<file path="src/rtl/mul_sequencer.sv">
// mul_sequencer
// Front-end for a non-pipelined 32-bit multicycle multiplier. It buffers
// tagged operand pairs in a small FIFO. It issues each pair to the
// multiplier as a one-cycle req pulse and keeps the operands stable until
// the ack arrives. It then returns the low 32 bits of the product, with the
// tag, on a result port. If no valid ack arrives in time, it returns an
// error result instead.
//
// Handshake semantics (both in_* and res_* ports): a transfer happens on a
// rising edge where valid=1 and ready=1. A producer that raises valid keeps
// valid and its payload stable until that transfer happens.
//
// Ports
//   clk        clock, rising edge
//   rst        asynchronous active-low reset
//   in_valid   operand pair offered
//   in_ready   FIFO not full
//   in_a/in_b  multiplicand / multiplier
//   in_tag     request tag
//   mul_req    one-cycle start pulse to the multiplier
//   mul_p0/p1  operands to the multiplier, held through the whole operation
//   mul_ack    multiplier done pulse
//   mul_out    multiplier product, valid while mul_ack=1
//   res_valid  result available
//   res_ready  consumer accepts the result
//   res_data   low 32 bits of a*b (0 on timeout)
//   res_tag    tag of the result
//   res_err    result produced by timeout
//   busy       FIFO non-empty or FSM not IDLE
//   dbg_state  current FSM state (IDLE=0, ISSUE=1, WAIT=2, HOLD=3)
module mul_sequencer #(
  parameter int TAG_W   = 4,
  parameter int DEPTH   = 2,
  parameter int TIMEOUT = 16
) (
  input  logic             clk,
  input  logic             rst,
  input  logic             in_valid,
  output logic             in_ready,
  input  logic [31:0]      in_a,
  input  logic [31:0]      in_b,
  input  logic [TAG_W-1:0] in_tag,
  output logic             mul_req,
  output logic [31:0]      mul_p0,
  output logic [31:0]      mul_p1,
  input  logic             mul_ack,
  input  logic [31:0]      mul_out,
  output logic             res_valid,
  input  logic             res_ready,
  output logic [31:0]      res_data,
  output logic [TAG_W-1:0] res_tag,
  output logic             res_err,
  output logic             busy,
  output logic [1:0]       dbg_state
);

  localparam int AW  = $clog2(DEPTH);
  localparam int CW  = AW + 1;
  localparam int TCW = $clog2(TIMEOUT + 1);

  localparam logic [1:0] IDLE  = 2'd0;
  localparam logic [1:0] ISSUE = 2'd1;
  localparam logic [1:0] WAIT  = 2'd2;
  localparam logic [1:0] HOLD  = 2'd3;

  // Operand FIFO storage
  logic [31:0]      a_mem   [DEPTH];
  logic [31:0]      b_mem   [DEPTH];
  logic [TAG_W-1:0] tag_mem [DEPTH];

  logic [AW-1:0]    wr_ptr_q, wr_ptr_d;
  logic [AW-1:0]    rd_ptr_q, rd_ptr_d;
  logic [CW-1:0]    count_q,  count_d;

  logic [1:0]       state_q,  state_d;
  logic [TCW-1:0]   cnt_q,    cnt_d;
  logic [TAG_W-1:0] tag_q,    tag_d;

  logic             mul_req_q,   mul_req_d;
  logic [31:0]      p0_q,        p0_d;
  logic [31:0]      p1_q,        p1_d;
  logic             res_valid_q, res_valid_d;
  logic [31:0]      res_data_q,  res_data_d;
  logic [TAG_W-1:0] res_tag_q,   res_tag_d;
  logic             res_err_q,   res_err_d;

  logic             push;
  logic             pop;
  logic             fifo_empty;
  logic             avail;
  logic [31:0]      head_a;
  logic [31:0]      head_b;
  logic [TAG_W-1:0] head_tag;
  logic             ack_ok;
  logic             timeout_hit;

  assign fifo_empty = (count_q == '0);
  assign in_ready   = (count_q != CW'(DEPTH));
  assign push       = in_valid && in_ready;

  // An operand arriving at an empty FIFO can be issued in the same cycle. The
  // slot is still written and both pointers advance, so the count stays
  // unchanged, but the head comes straight from the input pins.
  assign avail    = !fifo_empty || push;
  assign head_a   = fifo_empty ? in_a   : a_mem[rd_ptr_q];
  assign head_b   = fifo_empty ? in_b   : b_mem[rd_ptr_q];
  assign head_tag = fifo_empty ? in_tag : tag_mem[rd_ptr_q];

  // Acks seen in the first three WAIT cycles can only be stale leftovers
  // from an operation that a reset aborted, so they are ignored.
  assign ack_ok      = mul_ack && (cnt_q >= TCW'(3));
  assign timeout_hit = (cnt_q == TCW'(TIMEOUT - 1));

  always_comb begin
    state_d     = state_q;
    cnt_d       = cnt_q;
    tag_d       = tag_q;
    mul_req_d   = 1'b0;
    p0_d        = p0_q;
    p1_d        = p1_q;
    res_valid_d = res_valid_q;
    res_data_d  = res_data_q;
    res_tag_d   = res_tag_q;
    res_err_d   = res_err_q;
    pop         = 1'b0;

    case (state_q)
      IDLE: begin
        if (avail) begin
          state_d   = ISSUE;
          mul_req_d = 1'b1;
          p0_d      = head_a;
          p1_d      = head_b;
          tag_d     = head_tag;
          pop       = 1'b1;
        end
      end
      ISSUE: begin
        state_d = WAIT;
        cnt_d   = '0;
      end
      WAIT: begin
        cnt_d = cnt_q + TCW'(1);
        if (ack_ok) begin
          state_d     = HOLD;
          res_valid_d = 1'b1;
          res_data_d  = mul_out;
          res_tag_d   = tag_q;
          res_err_d   = 1'b0;
        end else if (timeout_hit) begin
          state_d     = HOLD;
          res_valid_d = 1'b1;
          res_data_d  = '0;
          res_tag_d   = tag_q;
          res_err_d   = 1'b1;
        end
      end
      HOLD: begin
        if (res_ready) begin
          res_valid_d = 1'b0;
          if (avail) begin
            state_d   = ISSUE;
            mul_req_d = 1'b1;
            p0_d      = head_a;
            p1_d      = head_b;
            tag_d     = head_tag;
            pop       = 1'b1;
          end else begin
            state_d = IDLE;
          end
        end
      end
      default: state_d = IDLE;
    endcase
  end

  always_comb begin
    wr_ptr_d = push ? wr_ptr_q + AW'(1) : wr_ptr_q;
    rd_ptr_d = pop  ? rd_ptr_q + AW'(1) : rd_ptr_q;
    count_d  = count_q;
    if (push && !pop)      count_d = count_q + CW'(1);
    else if (!push && pop) count_d = count_q - CW'(1);
  end

  // Storage needs no reset: the count decides which entries are meaningful.
  always_ff @(posedge clk) begin
    if (push) begin
      a_mem[wr_ptr_q]   <= in_a;
      b_mem[wr_ptr_q]   <= in_b;
      tag_mem[wr_ptr_q] <= in_tag;
    end
  end

  always_ff @(posedge clk or negedge rst) begin
    if (!rst) begin
      wr_ptr_q    <= '0;
      rd_ptr_q    <= '0;
      count_q     <= '0;
      state_q     <= IDLE;
      cnt_q       <= '0;
      tag_q       <= '0;
      mul_req_q   <= 1'b0;
      p0_q        <= '0;
      p1_q        <= '0;
      res_valid_q <= 1'b0;
      res_data_q  <= '0;
      res_tag_q   <= '0;
      res_err_q   <= 1'b0;
    end else begin
      wr_ptr_q    <= wr_ptr_d;
      rd_ptr_q    <= rd_ptr_d;
      count_q     <= count_d;
      state_q     <= state_d;
      cnt_q       <= cnt_d;
      tag_q       <= tag_d;
      mul_req_q   <= mul_req_d;
      p0_q        <= p0_d;
      p1_q        <= p1_d;
      res_valid_q <= res_valid_d;
      res_data_q  <= res_data_d;
      res_tag_q   <= res_tag_d;
      res_err_q   <= res_err_d;
    end
  end

  assign mul_req   = mul_req_q;
  assign mul_p0    = p0_q;
  assign mul_p1    = p1_q;
  assign res_valid = res_valid_q;
  assign res_data  = res_data_q;
  assign res_tag   = res_tag_q;
  assign res_err   = res_err_q;
  assign busy      = !fifo_empty || (state_q != IDLE);
  assign dbg_state = state_q;

endmodule

</file>
<file path="config.mk">
export PLATFORM = sky130hd
export DESIGN_NAME = mul_sequencer
export DESIGN_NICKNAME = d
export VERILOG_FILES = /design/src/rtl/mul_sequencer.sv
export SDC_FILE = /design/constraint.sdc
export NUM_CORES = 1
export LEC_CHECK = 0
export ABC_AREA = 1
export ABC_CLOCK_PERIOD_IN_PS = 5510
export BUFFER_PORTS_ARGS = -buffer_cell sky130_fd_sc_hd__buf_2
export CAP_MARGIN = 40
export CELL_PAD_IN_SITES_DETAIL_PLACEMENT = 0
export CELL_PAD_IN_SITES_GLOBAL_PLACEMENT = 1
export CORE_ASPECT_RATIO = 0.6
export CORE_MARGIN = 2
export CORE_UTILIZATION = 43
export CTS_BUF_LIST = sky130_fd_sc_hd__clkbuf_16
export DETAILED_ROUTE_END_ITERATION = 16
export PLACE_DENSITY = 0.89
export SYNTH_ARGS = -nofsm -noshare
export SYNTH_HDL_FRONTEND = slang
export SYNTH_SLANG_ARGS = --single-unit
</file>
<file path="constraint.sdc">
create_clock -name clk -period 5.51 [get_ports clk]
set_clock_uncertainty 0.05 [all_clocks]
set_input_delay 0.8265 -clock clk [delete_from_list [all_inputs] [get_ports clk]]
set_output_delay 0.8265 -clock clk [all_outputs]
set_load 0.01 [all_outputs]
</file>
# == Word level (Yosys, flattened, before mapping) ==
# Memories as Yosys holds them, arrays and structs flattened.
# Index checks and enable logic that the tools add are counted.
# op_classes
add_sub_neg,5
order_cmp,1
eq_ne,8
muxes,35
n_reduce_logical,21
# op_table
operator,count
32-bit two-way mux,8
32-bit case mux with 2 select lines,2
4-bit two-way mux,5
2-bit two-way mux,6
2-bit nonzero test,6
5-bit case mux with 2 select lines,1
1-bit two-way mux,9
2-bit case mux with 4 select lines,1
4-bit case mux with 2 select lines,1
"2-bit inequality test, second input constant",3
3-bit AND reduction,2
"5-bit by 1-bit adder with 5-bit output, second input constant",1
"5-bit by 4-bit equality test with 1-bit output, second input constant",1
"5-bit by 2-bit greater-or-equal comparator with 1-bit output, second input constant",1
"2-bit equality test, second input constant",2
1-bit logical AND,4
2-bit logical NOT,2
1-bit case mux with 2 select lines,2
2-bit AND reduction,2
1-bit logical NOT,3
"3-bit inequality test, second input constant",1
"1-bit adder, second input constant",2
"2-bit by 1-bit adder with 2-bit output, second input constant",1
"2-bit by 1-bit equality test with 1-bit output, second input constant",1
other kinds (2),3
# word_totals
ff_bits,118
ramBits,136
in_bits,105
output_inout_bits,107
wordCells,86
mem_count,3
# memory_table
memory,depth,width,read_ports,rd_ports_with_merged_regs,wr,line_no,rtl
a_mem,2,32,1,0,1,67,logic [31:0] a_mem [DEPTH];
b_mem,2,32,1,0,1,68,logic [31:0] b_mem [DEPTH];
tag_mem,2,4,1,0,1,69,logic [TAG_W-1:0] tag_mem [DEPTH];

# == Logic depth before layout (Yosys ltp) ==
# depth
depth_word,9
mapped_depth,10
mapped_depth_nobuf,9

# == Least setup slack after synthesis ==
# Ideal clock, no wire load.
# synth_path
path_type,input to register
from,in in_valid
to,"mem a_mem[1][0], enable pin"
setup_ns,0.496
arrival_time_ns,3.778
required_ns,4.964
slack_ns,1.186
path_stages,2
n_path_buf,0
cell_sequence,nand2_1 nor2_1
# synth_via
elab_chain_len,3
# synth_rtl
item,line_no,rtl
start: declaration,38,"input logic in_valid,"
1-bit logical AND,99,assign push = in_valid && in_ready;
1-bit two-way mux,187,if (push) begin
1-bit two-way mux (implied by the code),188,a_mem[wr_ptr_q] <= in_a;
end: declaration,67,
# Every way passes these cells.

# == Worst setup path in the final report ==
# layout_path
from,reg state_q[0] (netlist: dbg_state[0])
to,reg p0_q[12] (netlist: mul_p0[12])
# layout_via
elab_chain_len,3
elab_cells_between_ends,6
cone_classes,eq/ne (2); mux (1); reduce/logical (3)
# layout_rtl
item,line_no,rtl
start: declaration,75,"logic [1:0] state_q, state_d;"
start signal: assignment,213,state_q <= state_d;
2-bit equality test or 2-bit logical NOT (tied branches),127,case (state_q)
2-bit inequality test (no source line) or 2-bit nonzero test (tied branches),--,
2-bit AND reduction (no source line),--,
end signal: assignment,217,p0_q <= p0_d;
end: declaration,80,"logic [31:0] p0_q, p0_d;"
# Parallel ways exist; a longest one is shown, timed or not.
# A chain may end at the register's enable or synchronous reset.

==> out/summary.txt <==
final-report max-slew violation count - 0
count of cells along the worst register-to-register path - 8
insertion delay to the later sink of the worst-skew pair - 0.53 ns
post-synth net total - 1108
class of the tightest hold or removal check - in -> async
fmax - 388.0 MHz
TritonCTS buffer count - 25
final critical path time including I/O delays and setup - 2.577 ns
flops & latches, synth - 254
headroom to the max-slew limit - 0.4389
remaining routing DRC violations - 0
type of the worst setup path - reg -> reg
most used standard cell by instance count after synthesis - sky130_fd_sc_hd__nand2_1
residual overflow from global routing - 0
CTS tree - yes
global-route wire length before repair - 40190 µm
biggest cell delay along the critical path - 0.52 ns
number of design-rule violations left by the first detailed-router iteration - 520
number of H-tree levels - 1
Final Worst Setup Slack - 2.933 ns
Unique masters post-synth - 25
most frequent cells after synthesis - sky130_fd_sc_hd__nand2_1, sky130_fd_sc_hd__nand3_1, sky130_fd_sc_hd__edfxtp_1, sky130_fd_sc_hd__dfrtp_1, sky130_fd_sc_hd__o21ai_0
number of placement rows - 44
critical path startpoint category - flip-flop
count of input and output buffers - 211
Least-Margin Pin Slew - 0.8417 ns
power density normalized to cell area - 577.7 mW/mm²
cells along the critical path - inv_1 > ha_1 > o21ai_4 > buf_4 > nor2_4 > buf_4 > nand3_1 > nand2_1
CP Launch Point - dbg_state[0]
Post-layout nets - 1298
Total Wirelength - 25430 µm
R2R Path End - mul_p0[12]
last element of the critical path - mul_p0[12]
total vias in the final route - 7601
share of flip-flops with an asynchronous set or reset after synthesis - 0.4646
number of nets still failing antenna checks after routing - 0
placer congestion estimate - 0.7662
Critical Path RT - 5.92 ns
critical register-to-register path startpoint - dbg_state[0]
post-CTS setup buffers - 0
Peak VDD IR - 0.2944 mV
largest net degree at the start of global routing - 88
height of the chip - 125.3 µm
Critical-path top delay cell - sky130_fd_sc_hd__nor2_4
Overall Global Routing Usage - 0.1967
die area - 0.02584 mm²
clock sink count - 254
final number of setup-violating endpoints - 0
share of final-layout standard cells stronger than drive strength 1 - 0.2832
signed area change from the synthesized netlist to the final layout - 20.16%
mean cell area of the mapped netlist - 10.59 µm²
outcome - completed
Max Cap Viol - 0
most prevalent standard cell on the critical path - sky130_fd_sc_hd__buf_4
Main synth FF type - sky130_fd_sc_hd__edfxtp_1
share of synthesized area occupied by flip-flops and latches - 0.6671
Cells after Synth - 996
Final Hold Viols - 0
detailed-router iteration count before antenna repair - 5
number of cells on the critical path - 8
sum of buffers and inverters on the critical path - 3
number of warnings issued by yosys - 0
kind of end point of the critical path - flip-flop
number of antenna violations at the first check in global routing - 4
family with the most delay on the worst path - buffers and inverters
proportion of netlist area held by the largest area contributor - 0.3871
DP Worst Slack - 2.648 ns
post-cts repair resize count - 0
wire length per cell - 16.62 µm
I/O pin cnt - 212
arrival time of the worst setup path - 2.98 ns
die span in x - 206.2 µm
DPL Wire Length - 16190 µm
non-filler instance count after layout - 1530
Fin Setup TNS - 0 ns
clock root buffer - sky130_fd_sc_hd__clkbuf_16
setup slack, reg-to-reg - 2.93 ns
Lkg Pwr - 5.880 nW
fin crit share - 0.4678
starting utilization of the core area - 0.4375
biggest area contributors in the synthesized netlist - sky130_fd_sc_hd__edfxtp_1, sky130_fd_sc_hd__dfrtp_1, sky130_fd_sc_hd__nand3_1
Placed Cells incl. Taps - 1481
vias in the first global route - 7281
top fanout value on the critical path - 69
number of synthesized flops with an enable pin - 136
via count normalized by instance count - 4.968
clock transition at the register clock pins on the worst setup and hold paths after CTS - 0.06 ns
Yosys top cell by area - sky130_fd_sc_hd__edfxtp_1
cell area after synthesis - 0.01055 mm²
CTS Hold Bufs - 0
Core Footprint - 0.02411 mm²
maximum clock path buffer count - 3
unrepaired setup endpoints after global routing - false
[worst min-delay path by stage]
stage	to	slack, ns	depth (start not counted)
4_1_cts	mul_p1[6]	0.35	1
3_3_place_gp	res_tag[1]	0.41	2
3_5_place_dp	res_tag[3]	0.41	2
5_1_grt	mul_p1[7]	0.39	1
2_1_floorplan	res_tag[0]	0.39	2
6_report	mul_p1[6]	0.33	1
[per-stage QoR]
stage / instance area (µm²) / hold WS (ns) / power [mW] / utilization
2_1_floorplan: 10550 / 0.3856 / 4.820 / -
3_3_place_gp: 11820 / 0.4061 / 5.664 / 0.4901
3_5_place_dp: 11920 / 0.4108 / 5.808 / 0.4943
4_1_cts: 12670 / 0.3505 / 7.398 / 0.5253
5_1_grt: 12670 / 0.3912 / 7.870 / 0.5255
6_report: 12680 / 0.3305 / 7.323 / 0.5257
[kinds of logic after synthesis]
logic type,after synthesis,synth area share
buf+inv,116,0.04721
fa+ha+maj,7,0.008302
flops,254,0.6671
compound gates,110,0.05349
simple gates,507,0.2223
xor+xnor,2,0.001661
[state kept, by name, summed over array words and instances (netlist names)]
signal and flops:
res_data 32, a_mem 64, mul_p1 32, count_q 2, mul_p0 32, tag_q 4, tag_mem 8, rd_ptr_q 1
wr_ptr_q 1, dbg_state 2, cnt_q 5, res_valid 1, res_err 1, res_tag 4, mul_req 1, b_mem 64
[placed cells by master, fill, tap and decap left out]
cell type	count
sky130_fd_sc_hd__o21ai_0	97
sky130_fd_sc_hd__nor2_1	6
sky130_fd_sc_hd__o21ai_4	1
sky130_fd_sc_hd__or2_2	68
sky130_fd_sc_hd__buf_4	10
sky130_fd_sc_hd__buf_2	210
sky130_fd_sc_hd__clkinv_4	1
sky130_fd_sc_hd__nand2_4	1
sky130_fd_sc_hd__o21ai_1	5
sky130_fd_sc_hd__dfrtp_1	117
sky130_fd_sc_hd__ha_1	7
sky130_fd_sc_hd__nand2_1	241
sky130_fd_sc_hd__diode_2	4
sky130_fd_sc_hd__inv_1	56
sky130_fd_sc_hd__a21oi_1	5
sky130_fd_sc_hd__buf_16	3
sky130_fd_sc_hd__clkbuf_16	25
sky130_fd_sc_hd__buf_12	1
sky130_fd_sc_hd__nor3_1	5
sky130_fd_sc_hd__nor2_8	1
sky130_fd_sc_hd__a31oi_1	1
sky130_fd_sc_hd__clkinv_1	4
sky130_fd_sc_hd__xnor2_1	2
sky130_fd_sc_hd__inv_6	1
sky130_fd_sc_hd__clkinv_2	7
sky130_fd_sc_hd__nand3_2	1
sky130_fd_sc_hd__bufinv_16	1
sky130_fd_sc_hd__edfxtp_1	136
sky130_fd_sc_hd__nand3_1	180
sky130_fd_sc_hd__o22ai_1	1
sky130_fd_sc_hd__inv_4	1
sky130_fd_sc_hd__nor2_4	4
sky130_fd_sc_hd__inv_2	3
sky130_fd_sc_hd__dfrtp_2	1
sky130_fd_sc_hd__buf_6	1
[per-layer routing]
layer / part of all wire / GRT usage / up-vias / routed length [µm]
met1: 0.49 / 0.3081 / 3582 / 12470
met4: 0.019 / 0.04454 / 2 / 493
met5: 0.00051 / 0 / - / 13
met2: 0.42 / 0.2787 / 241 / 10670
met3: 0.070 / 0.04223 / 39 / 1793
li1: - / - / 3737 / -
[area by class of cell]
cell class / count / area (µm²)
Timing Repair Buffer: 225 / 1240
Clock inverter: 20 / 120.1
Clock buffer: 25 / 625.6
Antenna cell: 4 / 10.01
Fill cell: 2203 / 11440
Multi-Input combinational cell: 626 / 3034
Sequential cell: 254 / 7038
Tap cell: 322 / 402.9
Inverter: 54 / 205.2
[power by group]
group	internal (mW)	total, mW	switching, mW
clock	0.871	1.58	0.705
combinational	0.979	2.82	1.84
sequential	2.66	2.93	0.264
total	4.51	7.32	2.81
No activity file was read; power rests on OpenSTA's default activity.
